[config.mk]
export PLATFORM = sky130hd
export DESIGN_NAME = jtag_shift_seq
export DESIGN_NICKNAME = d
export VERILOG_FILES = /design/src/rtl/jtag_shift_seq.sv
export SDC_FILE = /design/constraint.sdc
export NUM_CORES = 1
export LEC_CHECK = 0
export CAP_MARGIN = 20
export CORE_MARGIN = 1
export CORE_UTILIZATION = 40
export DETAILED_ROUTE_END_ITERATION = 10
export PLACE_DENSITY = 0.78
export SLEW_MARGIN = 10
export SYNTH_ARGS = -nofsm -noshare
export SYNTH_HDL_FRONTEND = slang
export SYNTH_SLANG_ARGS = --single-unit
export TNS_END_PERCENT = 5
[constraint.sdc]
create_clock -name clk -period 2.1 [get_ports clk]
set_input_delay 0.42 -clock clk [delete_from_list [all_inputs] [get_ports clk]]
set_output_delay 0.42 -clock clk [all_outputs]
set_load 0.005 [all_outputs]
[src/rtl/jtag_shift_seq.sv]
// jtag_shift_seq: command sequencer that drives one jtag_shift transfer.
// It takes an IR8 or DR16 command on a valid/ready port. It then generates
// the latch / reset-edge / run-clock protocol on the sh_* pins. The captured
// word comes back on a valid/ready response port.
// sh_clk is a registered, divided copy of clk: HALF_DIV clk cycles per half.
// Build option: define JTAG_SEQ_TIMEOUT_EN to give up after MAX_EDGES run
// edges without done. The response then reports rsp_err=1 and rsp_data=0.
module jtag_shift_seq #(
  parameter int unsigned HALF_DIV  = 4,
  parameter int unsigned MAX_EDGES = 64
) (
  input  logic        clk,
  input  logic        reset_n,
  input  logic        cmd_valid,
  output logic        cmd_ready,
  input  logic        cmd_mode,
  input  logic [15:0] cmd_data,
  output logic        rsp_valid,
  input  logic        rsp_ready,
  output logic [15:0] rsp_data,
  output logic        rsp_err,
  output logic        busy,
  output logic [15:0] sh_data,
  output logic        sh_mode,
  output logic        sh_reset,
  output logic        sh_enable,
  output logic        sh_clk,
  input  logic        sh_done,
  input  logic [15:0] sh_data_out
);

  typedef enum logic [2:0] {
    IDLE   = 3'd0,
    SETUP  = 3'd1,
    RST_HI = 3'd2,
    RUN_LO = 3'd3,
    RUN_HI = 3'd4,
    RESP   = 3'd5
  } state_e;

  // Phase counter counts down; the last cycle of a timed state is phase 0.
  localparam logic [7:0] PHASE_LOAD = 8'(HALF_DIV - 1);
  // The edge counter saturates here; with the timeout enabled it is also the limit.
  localparam logic [7:0] EDGE_LIMIT = 8'(MAX_EDGES);

  state_e      state_q,     state_d;
  logic [7:0]  phase_q,     phase_d;
  logic [7:0]  edge_q,      edge_d;
  logic [15:0] sh_data_q,   sh_data_d;
  logic        sh_mode_q,   sh_mode_d;
  logic        sh_reset_q,  sh_reset_d;
  logic        sh_enable_q, sh_enable_d;
  logic        sh_clk_q,    sh_clk_d;
  logic        rsp_valid_q, rsp_valid_d;
  logic [15:0] rsp_data_q,  rsp_data_d;
  logic        rsp_err_q,   rsp_err_d;
  logic        phase_last;

  assign phase_last = (phase_q == 8'd0);

  // Next-state and registered-output logic; every register holds unless changed.
  always_comb begin
    state_d     = state_q;
    phase_d     = phase_q;
    edge_d      = edge_q;
    sh_data_d   = sh_data_q;
    sh_mode_d   = sh_mode_q;
    sh_reset_d  = sh_reset_q;
    sh_enable_d = sh_enable_q;
    sh_clk_d    = sh_clk_q;
    rsp_valid_d = rsp_valid_q;
    rsp_data_d  = rsp_data_q;
    rsp_err_d   = rsp_err_q;

    case (state_q)
      IDLE: begin
        if (cmd_valid) begin
          sh_data_d   = cmd_data;
          sh_mode_d   = cmd_mode;
          sh_reset_d  = 1'b1;
          sh_enable_d = 1'b1;
          sh_clk_d    = 1'b0;
          phase_d     = PHASE_LOAD;
          state_d     = SETUP;
        end
      end
      SETUP: begin
        phase_d = phase_q - 8'd1;
        if (phase_last) begin
          // Reset edge: clock rises while jtag_shift reset is still asserted.
          sh_clk_d = 1'b1;
          phase_d  = PHASE_LOAD;
          state_d  = RST_HI;
        end
      end
      RST_HI: begin
        phase_d = phase_q - 8'd1;
        if (phase_last) begin
          sh_clk_d   = 1'b0;
          sh_reset_d = 1'b0;
          phase_d    = PHASE_LOAD;
          state_d    = RUN_LO;
        end
      end
      RUN_LO: begin
        phase_d = phase_q - 8'd1;
        if (phase_last) begin
          sh_clk_d = 1'b1;
          edge_d   = (edge_q == EDGE_LIMIT) ? edge_q : edge_q + 8'd1;
          phase_d  = PHASE_LOAD;
          state_d  = RUN_HI;
        end
      end
      RUN_HI: begin
        phase_d = phase_q - 8'd1;
        if (phase_last) begin
          phase_d = PHASE_LOAD;
          if (sh_done) begin
            // Done on the final allowed edge still counts as success.
            sh_clk_d    = 1'b0;
            sh_enable_d = 1'b0;
            sh_reset_d  = 1'b0;
            rsp_valid_d = 1'b1;
            rsp_data_d  = sh_data_out;
            rsp_err_d   = 1'b0;
            state_d     = RESP;
`ifdef JTAG_SEQ_TIMEOUT_EN
          end else if (edge_q >= EDGE_LIMIT) begin
            sh_clk_d    = 1'b0;
            sh_enable_d = 1'b0;
            sh_reset_d  = 1'b0;
            rsp_valid_d = 1'b1;
            rsp_data_d  = 16'h0000;
            rsp_err_d   = 1'b1;
            state_d     = RESP;
`endif
          end else begin
            sh_clk_d = 1'b0;
            state_d  = RUN_LO;
          end
        end
      end
      RESP: begin
        if (rsp_ready) begin
          rsp_valid_d = 1'b0;
          edge_d      = 8'd0;
          state_d     = IDLE;
        end
      end
      default: begin
        state_d = IDLE;
      end
    endcase
  end

  // State and output registers; async reset forces every pin to a safe idle.
  always_ff @(posedge clk or negedge reset_n) begin
    if (!reset_n) begin
      state_q     <= IDLE;
      phase_q     <= PHASE_LOAD;
      edge_q      <= 8'd0;
      sh_data_q   <= 16'h0000;
      sh_mode_q   <= 1'b0;
      sh_reset_q  <= 1'b0;
      sh_enable_q <= 1'b0;
      sh_clk_q    <= 1'b0;
      rsp_valid_q <= 1'b0;
      rsp_data_q  <= 16'h0000;
      rsp_err_q   <= 1'b0;
    end else begin
      state_q     <= state_d;
      phase_q     <= phase_d;
      edge_q      <= edge_d;
      sh_data_q   <= sh_data_d;
      sh_mode_q   <= sh_mode_d;
      sh_reset_q  <= sh_reset_d;
      sh_enable_q <= sh_enable_d;
      sh_clk_q    <= sh_clk_d;
      rsp_valid_q <= rsp_valid_d;
      rsp_data_q  <= rsp_data_d;
      rsp_err_q   <= rsp_err_d;
    end
  end

  assign cmd_ready = (state_q == IDLE);
  assign busy      = (state_q != IDLE);
  assign sh_data   = sh_data_q;
  assign sh_mode   = sh_mode_q;
  assign sh_reset  = sh_reset_q;
  assign sh_enable = sh_enable_q;
  assign sh_clk    = sh_clk_q;
  assign rsp_valid = rsp_valid_q;
  assign rsp_data  = rsp_data_q;
  assign rsp_err   = rsp_err_q;

endmodule
# [Word-level counts from Yosys, hierarchy flattened]
# Cells that the tools add are included.
[word_totals] regBits=48 in_bits=38 output_inout_bits=40 wordCells=67
[op_classes] addsub=1 eq_ne=14 n_mux=24 n_reduce_logical=19
[ops] cell="2-to-1 mux 3 bit" count=7
[ops] cell="one-hot mux 3 bit (6 select lines)" count=1
[ops] cell="2-to-1 mux 8 bit" count=2
[ops] cell="one-hot mux 8 bit (2 select lines)" count=1
[ops] cell="inequality test 2 bit, second input constant" count=7
[ops] cell="AND reduction 4 bit" count=3
[ops] cell="2-to-1 mux 1 bit" count=9
[ops] cell="nonzero test 3 bit" count=3
[ops] cell="zero test 8 bit" count=1
[ops] cell="subtractor 8 x 1 -> 8 bit, second input constant" count=1
[ops] cell="== test 3 x 2 -> 1 bit, second input constant" count=2
[ops] cell="== test 3 bit, second input constant" count=2
[ops] cell="one-hot mux 1 bit (3 select lines)" count=2
[ops] cell="AND reduction 6 bit" count=1
[ops] cell="nonzero test 2 bit" count=3
[ops] cell="AND reduction 5 bit" count=1
[ops] cell="inequality test 2 x 1 -> 1 bit, second input constant" count=2
[ops] cell="one-hot mux 1 bit (2 select lines)" count=2
[ops] cell="AND reduction 2 bit" count=2
[ops] cell="OR reduction 2 bit" count=2
[ops] cell="OR reduction 4 bit" count=1
[ops] cell="== test 3 x 1 -> 1 bit, second input constant" count=1
[ops] cell="zero test 3 bit" count=1
[ops] cell="AND reduction 3 bit" count=1

# [Depth between registers and ports, before layout]
[logic_depth] word_depth=4 depth_mapped=8 mapped_depth_nobuf=6

# [Worst setup path after synthesis]
# No wires, ideal clock.
[synth_path] kind="reg2reg" from="reg phase_q[4]" to="reg rsp_data_q[10] (netlist: rsp_data[10])" setup_time_ns=0.125 t_arrival_ns=1.854 required_ns=1.975 slack_ns=0.121 path_stages_with_launch=6 path_buffers=1 synth_period_minus_slack_ns=1.979 path_cell_list="dfrtp_1 > or4_4 > nor3_4 > nand3_4 > buf_6 > mux2_4"
[synth_between] elab_chain_len=2
[synth_rtl] item="from (decl)" line="47" rtl="logic [7:0] phase_q, phase_d;"
[synth_rtl] item="from (signal assigned)" line="172" rtl="phase_q <= phase_d;"
[synth_rtl] item="zero test 8 bit" line="59" rtl="assign phase_last = (phase_q == 8'd0);"
[synth_rtl] item="AND reduction 3 bit (no source line)"
[synth_rtl] item="to (signal assigned)" line="180" rtl="rsp_data_q <= rsp_data_d;"
[synth_rtl] item="to (decl)" line="55" rtl="logic [15:0] rsp_data_q, rsp_data_d;"
# Every way passes these cells.
# A chain may end at the register's enable or synchronous reset.

# [Worst setup path after layout]
[layout_path] from="reg phase_q[5]" to="reg phase_q[5]"
[layout_between] elab_chain_len=3 elab_cells_between_ends=4 cone_classes="add/sub: 1; mux: 2; reduce/logical: 1"
[layout_rtl] item="subtractor 8 x 1 -> 8 bit / zero test 8 bit (equally long branches)"
[layout_rtl] item="2-to-1 mux 8 bit *"
[layout_rtl] item="one-hot mux 8 bit (2 select lines) *" line="75" rtl="case (state_q)"
# Mark *: on every way between the ends. The rest lies on a longest branch, timed or not.

==> results.json <==
{
  "grt.total_usage_pct": 17.5,
  "arrival_ns": 2.19,
  "slew_violations": 0,
  "finalSetupViolCount": 0,
  "period_minus_slack_ns": 2.02,
  "yosysTopAreaCell": "dfrtp_1",
  "hpwl_mm": 3.27,
  "grt_first_pass_wirelength_mm": 7.46,
  "cts_max_level": 2,
  "dp.cells": 306,
  "crit_fanout": 6,
  "synth_top_area_share_pct": 53.7,
  "post_dp_cell_area_um2": 3030,
  "fin_nets": 285,
  "wire_per_inst_um": 14.7,
  "power.leakage_nw": 1.38,
  "dr_total_vias": 1574,
  "syn_avg_cell_area_um2": 13.2,
  "die_x_um": 75.2,
  "drv_cap": 0,
  "clock.fmax_mhz": 496,
  "ys_seq_area_share_pct": 56.2,
  "cts_root_buffer": "clkbuf_8",
  "cts_tree": "yes",
  "status": "finished, final reports clean",
  "ir_worst_vdd_v": 0.000714,
  "syn-instance-count": 162,
  "grt_overflow": 0,
  "clkTransAtPathRegs_ns": 0.08,
  "fin_area_um2": 3150,
  "synth_ff_type": "dfrtp_1",
  "post-route-period-util_pct": 96.0,
  "die_h_um": 75.2,
  "hold_viol_final": 0,
  "cts_inserted_buffers": 5,
  "grt_pass1_vias": 1614,
  "hold_path.class": "in2async",
  "crit_type": "reg2reg",
  "synth.most_common_cell": "dfrtp_1",
  "row_count": 26,
  "netlist_top_cells_count": "dfrtp_1 (46), mux2_2 (25), mux2_4 (8), nor2_1 (8), clkbuf_1 (7)",
  "critPathRequiredTime_ns": 2.27,
  "layout.cells.non_filler": 315,
  "startpoint_type": "register",
  "share_comb_of_total_power_pct": 43.9,
  "worst-r2r-setup-slack_ns": 0.08,
  "io_pins": 78,
  "drt_iter0_markers": 58,
  "gp_congestion": 0.759,
  "drc": 0,
  "grt_max_degree": 49,
  "drive_gt1_share_pct": 25.7,
  "initial_core_util_pct": 41.7,
  "skew_ns": 0.00816,
  "first_pass_iters": 4,
  "routed_via_density": 5.00,
  "cts.path.max_buffers": 2,
  "swShare_pct": 31.0,
  "clock_sinks": 48,
  "multiInputGateArea_um2": 880,
  "regArea_um2": 1200,
  "ys_seq_elements": 48,
  "async_flop_share_pct": 100,
  "synth-edff-count": 0,
  "nFillCells": 448,
  "tns_ns": 0,
  "r2r-start": "phase_q[5]",
  "end_kind": "register",
  "fp.dieArea_um2": 5650,
  "p_seq_share_pct": 40.2,
  "io_buffers": 76,
  "synth_area_leaders": "dfrtp_1 (54%), mux2_2 (13%), mux2_4 (5.6%), dfstp_2 (2.5%), xor2_1 (2.5%)",
  "clock_power_share_pct": 16.0,
  "rsz0062_at_grt": "false",
  "p_int_mw": 2.43,
  "syn-num-nets": 202,
  "synth_cell_types": 39,
  "synth_area_um2": 2140,
  "syn_to_final_growth_pct": 47.0,
  "antenna_found_initial": 0,
  "switchingPower_mw": 1.09,
  "ant_nets": 0,
  "insertion_delay_ns": 0.30,
  "rr_worst_depth": 4,
  "drt-total-wl_mm": 4.62,
  "r2r_end": "phase_q[5]",
  "fp.coreArea_um2": 5140,
  "antenna_cells": 0,
  "power_density_nw_per_um2": 1120,
  "yosys_warnings": 0
}
## sequential cells by signal, summed over array words and instances, names as in the netlist
register,count
sh_reset,1
state_q,3
sh_enable,1
sh_clk,1
sh_mode,1
phase_q,8
rsp_data,16
sh_data,16
rsp_valid,1
## per-stage QoR
step | utilization, % | worst slack, ns | power (mW) | hold slack (ns)
2_1_floorplan | - | 0.121 | 2.16 | 0.124
4_1_cts | 61.0 | 0.0218 | 3.53 | 0.0991
3_3_place_gp | 58.9 | 0.0381 | 2.88 | 0.426
5_1_grt | 61.2 | 0.0362 | 3.75 | 0.104
6_report | 61.2 | 0.0835 | 3.52 | 0.0933
3_5_place_dp | 58.9 | 0.0260 | 2.93 | 0.428
## routing by layer
metal	track usage (%)	routed length (µm)
met1	22.8	2020
met2	29.2	2360
met3	5.09	205
met4	3.91	34
met5	0	0
## power by group through the flow
stage	Clock [mW]	Sequential [mW]	Combinational, mW
after floorplan	0	1.41	0.748
after global routing	0.612	1.45	1.68
after global placement	0	1.42	1.46
after detailed placement	0	1.44	1.49
final	0.562	1.41	1.54
after CTS	0.583	1.41	1.54
## cell usage in the layout, fill, tap and decap left out, types with 4 or more instances in the layout
cell type | netlist | final
clkdlybuf4s50_1 | 0 | 74
nand3_1 | 5 | 5
inv_1 | 4 | 4
dfrtp_1 | 46 | 45
clkbuf_8 | 0 | 6
mux2_4 | 8 | 8
buf_4 | 1 | 10
nor2_1 | 8 | 8
mux2_2 | 25 | 25
xor2_1 | 6 | 6
## worst max-delay path, stage by stage, from the launching register on
cell	delay (ns)
dfrtp_1	0.41
or4_4	0.58
or3_1	0.51
a31oi_4	0.31
nor2_1	0.08
## layout make-up
cell class / count / share of cell area (%)
clock buffer: 6 / 2.62
clock inverter: 1 / 0.278
inverter: 4 / 0.477
multi-input combinational: 98 / 27.9
sequential: 48 / 38.3
tap: 70 / 2.78
timing repair buffer: 88 / 27.6
## worst max-delay path by stage
stage / startpoint / to / slack, ns / depth (start not counted)
6_report: phase_q[5] / phase_q[5] / 0.08 / 4
5_1_grt: phase_q[5] / phase_q[6] / 0.04 / 4
4_1_cts: phase_q[5] / phase_q[5] / 0.02 / 4
3_5_place_dp: phase_q[5] / phase_q[4] / 0.03 / 4
3_3_place_gp: phase_q[5] / phase_q[2] / 0.04 / 4
2_1_floorplan: phase_q[4] / rsp_data[10] / 0.12 / 5
## cell families after synthesis
logic type | share of synthesized area (%)
buffers and inverters | 3.50
xor gates and xnor gates | 2.86
and+or+nand+nor | 11.8
DFF | 56.2
AOI/OAI and AO/OA | 5.55
other | 0.175
adders and majority gates | 1.17
muxes | 18.8
## what timing repair did
item / in CTS / in global routing
gates cloned: 0 / 0
buffers inserted: 2 / 0
endpoints found under the setup margin: 2 / 22
resized for setup: 3 / 2
hold buffers: 0 / 0
pin swaps: 0 / 1
Power figures use the tool's default switching activity.
